### src/rtl/bounce_gen.sv
// Mechanical-contact bounce emulator: on a level-change request it chatters the
// output at pseudo-random intervals for a fixed window, then holds the new level.
module bounce_gen #(
    parameter int          LGWAIT = 12,
    parameter int          LGGAP  = 4,
    parameter logic [15:0] SEED   = 16'hace1
) (
    input  logic i_clk,
    input  logic i_reset,
    input  logic i_stb,
    input  logic i_level,
    output logic o_busy,
    output logic o_bounce
);

    typedef enum logic [1:0] {
        S_IDLE,
        S_BOUNCE,
        S_SETTLE
    } state_t;

    // NOTE: declaration initialisers give power-up values equal to the reset
    // values, so the block behaves the same before its first reset pulse.
    state_t              r_state  = S_IDLE;
    logic                r_level  = 1'b0;
    logic                r_bounce = 1'b0;
    logic                r_busy   = 1'b0;
    logic [LGWAIT-1:0]   r_window = '0;
    logic [LGGAP-1:0]    r_gap    = '0;
    logic [LGGAP-1:0]    r_settle = '0;
    logic [15:0]         r_lfsr   = SEED;

    state_t              w_state_next;
    logic                w_level_next;
    logic                w_bounce_next;
    logic [LGWAIT-1:0]   w_window_next;
    logic [LGGAP-1:0]    w_gap_next;
    logic [LGGAP-1:0]    w_settle_next;
    logic                w_lfsr_fb;
    logic                w_accept;

    // Taps 16,14,13,11 of x^16+x^14+x^13+x^11+1, shifting toward the MSB.
    assign w_lfsr_fb = r_lfsr[15] ^ r_lfsr[13] ^ r_lfsr[12] ^ r_lfsr[10];
    assign w_accept  = i_stb && (r_state == S_IDLE) && (i_level != r_level);

    // NOTE: every output of this block is given a default first, so no path
    // leaves a signal unassigned and no latch can be inferred.
    always_comb begin
        w_state_next  = r_state;
        w_level_next  = r_level;
        w_bounce_next = r_bounce;
        w_window_next = r_window;
        w_gap_next    = r_gap;
        w_settle_next = r_settle;

        case (r_state)
            S_IDLE: begin
                w_bounce_next = r_level;
                if (w_accept) begin
                    w_level_next  = i_level;
                    w_bounce_next = i_level;
                    w_window_next = '1;
                    w_gap_next    = r_lfsr[LGGAP-1:0];
                    w_state_next  = S_BOUNCE;
                end
            end
            S_BOUNCE: begin
                // Window expiry wins over a toggle due on the same cycle.
                if (r_window == '0) begin
                    w_bounce_next = r_level;
                    w_settle_next = '1;
                    w_state_next  = S_SETTLE;
                end else begin
                    w_window_next = r_window - 1'b1;
                    if (r_gap == '0) begin
                        w_bounce_next = ~r_bounce;
                        w_gap_next    = r_lfsr[LGGAP-1:0];
                    end else begin
                        w_gap_next = r_gap - 1'b1;
                    end
                end
            end
            S_SETTLE: begin
                w_bounce_next = r_level;
                if (r_settle == '0) begin
                    w_state_next = S_IDLE;
                end else begin
                    w_settle_next = r_settle - 1'b1;
                end
            end
            default: begin
                w_state_next = S_IDLE;
            end
        endcase
    end

    // NOTE: sequential state uses non-blocking assignments so every register
    // samples the pre-edge values computed above.
    always_ff @(posedge i_clk) begin
        if (i_reset) begin
            r_state  <= S_IDLE;
            r_level  <= 1'b0;
            r_bounce <= 1'b0;
            r_busy   <= 1'b0;
            r_window <= '0;
            r_gap    <= '0;
            r_settle <= '0;
            r_lfsr   <= SEED;
        end else begin
            r_state  <= w_state_next;
            r_level  <= w_level_next;
            r_bounce <= w_bounce_next;
            r_busy   <= (w_state_next != S_IDLE);
            r_window <= w_window_next;
            r_gap    <= w_gap_next;
            r_settle <= w_settle_next;
            r_lfsr   <= {r_lfsr[14:0], w_lfsr_fb};
        end
    end

    assign o_busy   = r_busy;
    assign o_bounce = r_bounce;

endmodule
### config.mk
export PLATFORM = sky130hd
export DESIGN_NAME = bounce_gen
export DESIGN_NICKNAME = d
export VERILOG_FILES = /design/src/rtl/bounce_gen.sv
export SDC_FILE = /design/constraint.sdc
export NUM_CORES = 1
export LEC_CHECK = 0
export CAP_MARGIN = 20
export CORE_ASPECT_RATIO = 0.5
export CORE_MARGIN = 4
export CORE_UTILIZATION = 35
export DETAILED_ROUTE_END_ITERATION = 8
export GPL_ROUTABILITY_DRIVEN = 0
export PLACE_DENSITY = 0.54
export SETUP_SLACK_MARGIN = 0.3
export SYNTH_ARGS = -nofsm -noshare
export SYNTH_HDL_FRONTEND = slang
export SYNTH_SLANG_ARGS = --single-unit
### constraint.sdc
create_clock -name i_clk -period 4.1 [get_ports i_clk]
set_input_delay 0.615 -clock i_clk [delete_from_list [all_inputs] [get_ports i_clk]]
set_output_delay 0.615 -clock i_clk [all_outputs]
set_load 0.01 [all_outputs]
### Word level (Yosys, flattened, before mapping)

Cells that the tools add are included.

| word-level totals | value |
|---|---|
| register bits after elaboration | 41 |
| bits in latches | 0 |
| memory bits (writable) | 0 |
| memory bits (read-only) | 0 |
| input bits | 4 |
| output and inout bits | 2 |
| logic and storage cells | 54 |
| memories kept | 0 |

| cells by class | value |
|---|---|
| $add $sub $neg | 3 |
| multipliers | 0 |
| divide/modulo/power cells | 0 |
| $lt $le $gt $ge | 0 |
| equal/unequal tests | 8 |
| shifts and indexed selects | 0 |
| mux-type cells | 18 |
| bitwise gates (word level) | 4 |
| reduce and logical (&&, ||, !) cells | 13 |

Operator list:

| cell | number |
|---|---|
| two-way mux 12 bit | 2 |
| one-hot mux 12 bit (2 select lines) | 1 |
| two-way mux 4 bit | 5 |
| one-hot mux 4 bit (2 select lines) | 2 |
| logical NOT 12 bit | 1 |
| subtractor 12 x 1 -> 12 bit, second input constant | 1 |
| logical NOT 4 bit | 2 |
| != test 2 bit, second input constant | 4 |
| subtractor 4 x 1 -> 4 bit, second input constant | 2 |
| two-way mux 2 bit | 3 |
| one-hot mux 2 bit (3 select lines) | 1 |
| AND reduction 3 bit | 2 |
| nonzero test 2 bit | 3 |
| two-way mux 1 bit | 3 |
| != test 3 bit, second input constant | 1 |
| one-hot mux 1 bit (3 select lines) | 1 |
| nonzero test 3 bit | 1 |
| XOR 1 bit | 3 |
| equality test 2 x 1 -> 1 bit, second input constant | 1 |
| equality test 2 bit, second input constant | 1 |
| logical AND 1 bit | 2 |
| logical NOT 2 bit | 1 |
| AND reduction 2 bit | 1 |
| != test 1 bit | 1 |
| NOT 1 bit | 1 |

### Longest topological paths before layout

| logic depth | value |
|---|---|
| depth in word-level cells | 6 |
| depth in mapped cells | 7 |
| mapped depth without buffers | 6 |

### Worst setup path after synthesis

No wires, ideal clock.

| timing | value |
|---|---|
| path type | register -> register |
| start | register r_gap[0] |
| end | register r_bounce (netlist: o_bounce) |
| library setup time | 0.070 ns |
| arrival | 1.840 ns |
| data required time | 4.030 ns |
| path slack | 2.190 ns |
| stages on the path, launching flop included | 8 |
| buffers on the path | 1 |
| clock period less this slack | 1.910 ns |
| cell sequence | dfxtp_1 > inv_1 > ha_1 > or3b_2 > and2_1 > clkbuf_1 > a2111oi_0 > o2bb2ai_1 |

| between the ends | value |
|---|---|
| longest elaborated chain between the ends | 3 |

Ends and longest elaborated chain:

| what | RTL line | RTL |
|---|---|---|
| start, declared | 29 | `logic [LGGAP-1:0] r_gap = '0;` |
| start signal, assigned | 115 | `r_gap <= w_gap_next;` |
| logical NOT 4 bit | 75 | `if (r_gap == '0) begin` |
| != test 3 bit (no line) | - |  |
| AND reduction 2 bit (no line) | - |  |
| end signal, assigned | 112 | `r_bounce <= w_bounce_next;` |
| end, declared | 26 | `logic r_bounce = 1'b0;` |

No other way between the ends.
A chain may end at the register's enable or synchronous reset.

### Worst setup path after layout

| timing | value |
|---|---|
| start | register r_state[1] |
| end | register r_gap[0] |

| between the ends | value |
|---|---|
| longest elaborated chain between the ends | 5 |
| elaborated cells on any way between the ends | 9 |
| classes of those cells | eq/ne: 3; mux: 1; reduce/logical: 5 |

Ends and longest elaborated chain:

| what | RTL line | RTL |
|---|---|---|
| start, declared | 24 | `state_t r_state = S_IDLE;` |
| start signal, assigned | 110 | `r_state <= w_state_next;` |
| logical NOT 2 bit | 44, 56 |  |
| logical AND 1 bit (2 in series) | 44 | `assign w_accept = i_stb && (r_state == S_IDLE) && (i_level != r_level);` |
| != test 2 bit (no line) | - |  |
| AND reduction 3 bit (no line) | - |  |

Several ways; a longest one is shown, not always the timed one.

==> impl_metrics.tcl <==
set metrics [dict create \
    status "finished clean" \
    grt.met2_usage_pct 19.7 \
    synth-async-reset-ratio_pct 0 \
    drt-initial-drc-count 129 \
    worstSetupPathType "reg -> reg" \
    grt.total_usage_pct 13.8 \
    drtAntennaViolNets 0 \
    synth_cells 229 \
    cpPeakStageDelay_ns 0.68 \
    finalSetupViolations 0 \
    period_minus_slack_ns 2.56 \
    p_seq_share_pct 35.6 \
    core-area_mm2 0.00561 \
    syn_to_final_growth_pct 14.1 \
    drv_slew 0 \
    synth_most_common_cell "dfxtp_1" \
    num_io_pins 6 \
    vias_per_cell 5.57 \
    syn-num-nets 240 \
    synthTopCellsByCount "41 x dfxtp_1, 17 x inv_1, 15 x a211oi_1" \
    layout.cells.non_filler 305 \
    synthSimpleGateAreaFrac_pct 25.3 \
    ys_seq_area_share_pct 39.5 \
    avgSynthCellArea_um2 9.08 \
    fin_util_pct 42.3 \
    synth_mux_area_share_pct 0.481 \
    maxSlewHeadroom_pct 40.9 \
    hold_buffers 0 \
    tritoncts "built" \
    firstDrtPassIters 4 \
    switching_share_pct 32.6 \
    antenna_found_initial 0 \
    dp_cells 297 \
    multiInputGateArea_mm2 0.00115 \
    crit_slowest_cell "o22ai_2" \
    synth_top_family_by_area "simple AND/OR/NAND/NOR gates" \
    internal_power_mw 0.970 \
    ys_types 54 \
    first_global_vias 1650 \
    route.detailed.drc 0 \
    power_frac_clock_pct 36.3 \
    synth_fa_ha_area_share_pct 4.21 \
    hold_path_class "reg -> reg" \
    synth_edf_count 0 \
    met3_usage_pct 4.16 \
    crit_family "compound AO/OA/AOI/OAI gates" \
    crit_path_frequent_cell "inv_1" \
    tightest_slew_ns 0.881 \
    yosys_warnings 0 \
    fp.dieW_um 117 \
    dieHeight_um 62.5 \
    path_cells "inv_1 > ha_1 > inv_1 > o22ai_2 > o211ai_1 > a221oi_2" \
    synthXorXnorAreaFrac_pct 1.68 \
    cts_resized 0 \
    p_total_mw 1.44 \
    synth.top_cells.by_area "dfxtp_1 39%, a211oi_1 5.4%, ha_1 4.2%" \
    place_area_mm2 0.00218 \
    root_buffer "clkbuf_16" \
    grt.overflow.total 0 \
    yosysTopAreaCell "dfxtp_1" \
    worstPathArrival_ns 2.76 \
    p_switching_mw 0.469 \
    num_vias 1698 \
    startpoint_type "flop" \
    grt_busiest_layer "met1" \
    postCtsSetupRepairBufs 0 \
    htree_num_levels 2 \
    final.setup.tns_ns 0 \
    rows 19 \
    grt_pass1_wl_um 8110 \
    dpl.hpwl_um 3130 \
    power_density_mw_per_mm2 606 \
    crit_buf_inv 2 \
    initial_core_util_pct 37.1 \
    crit_required_ns 4.30 \
    fmax_ghz 0.390 \
    insertion_delay_ns 0.28 \
    synth_top_area_share_pct 39.5 \
    stdcell_area_mm2 0.00237 \
    synth_area_mm2 0.00208 \
    antenna_cells 0 \
    fp.dieArea_mm2 0.00731 \
    setup.worst_path.end_class "flop" \
    grt_use_met1_pct 20.5 \
    path_max_fanout 17 \
    drv_cap 0 \
    portBuffers 5 \
    clk_pin_slew_ns 0.07 \
    power_frac_comb_pct 28.1 \
    synth_compound_area_share_pct 23.4 \
    hold_violations 0 \
    numCtsBuffers 5 \
    cts_buffer_depth 2 \
    vdd_ir_drop_max_mv 0.186 \
    fin_crit_sh_pct 62.5 \
    finClkSkew_ns 0.00850 \
    ys_ff_latch 41 \
    wl_per_cell_um 15.2 \
    grt_max_degree 40 \
    fill_cells 551 \
    yosys_most_used_dff "dfxtp_1" \
    nNetsFinal 242 \
    leakage_nw 0.819 \
    seq_area_um2 821 \
    cts_sinks 41 \
    wl_um 4630 \
    rsz0062_at_grt "false" \
    drive_gt1_share_pct 13.4 \
]
[metrics by stage]
stage | hold slack (ns) | setup slack [ns]
detailed placement | 0.393 | 1.52
global placement | 0.392 | 1.53
floorplan | 0.389 | 2.19
CTS | 0.405 | 1.52
finish | 0.404 | 1.54
global route | 0.428 | 1.25
[cells in the final DEF, fill, tap and decap left out, types with 3 or more instances in the layout]
cell,netlist,final
nand4_1,5,5
clkbuf_16,0,5
clkdlybuf4s50_1,0,5
or2_2,7,7
nor2_1,10,10
a31oi_1,7,7
or4_1,4,4
nor2b_1,9,9
a211oi_1,15,15
nand2_1,7,7
o31ai_1,6,6
nor3_1,9,9
dfxtp_1,41,41
o21ai_0,3,3
nor4_1,6,6
and3_1,3,3
a21oi_1,11,11
ha_1,7,7
nand3_1,5,5
inv_1,17,17
[routing by layer]
layer / wire length (um) / part of all wire, % / vias up
met2: 1990 / 43 / 25
met5: 0 / 0 / -
li1: - / - / 866
met1: 2490 / 54 / 803
met4: 29 / 0.63 / 0
met3: 125 / 2.7 / 4
[final timing paths]
kind               from        end  slack [ns]  cells past startpoint
min           r_lfsr[5]  r_lfsr[6]        0.40                      1
max reg2reg  r_state[1]   r_gap[0]        1.54                      6
min reg2reg   r_lfsr[5]  r_lfsr[6]        0.40                      1
max          r_state[1]   r_gap[0]        1.54                      6
[area by class of cell]
type                    instances  area share [%]
well taps                      73            3.85
clock inverters                 3            2.90
clock buffers                   5            5.27
inverters                      17            2.69
repair buffers                  6            2.42
multi-input cells             160            48.3
flip-flops and latches         41            34.6
[flip-flops by register name (all words and copies together) (netlist names)]
name,flops
o_bounce,1
r_settle,4
o_busy,1
r_lfsr,16
r_state,2
r_level,1
r_window,12
r_gap,4
[power groups by stage]
stage,sequential [mW],clock [mW],combinational (mW)
after floorplan,0.507,0,0.323
after global placement,0.519,0,0.397
after detailed placement,0.519,0,0.402
after CTS,0.511,0.528,0.404
after global routing,0.522,0.552,0.449
final,0.512,0.523,0.404
[cell families (layout without fill, tap and decap cells)]
| family | count (synthesis) | in the layout |
|---|---|---|
| AOI/OAI and AO/OA | 64 | 64 |
| DFF | 41 | 41 |
| xor gates and xnor gates | 4 | 4 |
| buffers and inverters | 28 | 31 |
| and+or+nand+nor | 84 | 84 |
| adders and majority gates | 7 | 7 |
| muxes | 1 | 1 |
(Power assumes the default switching activity.)
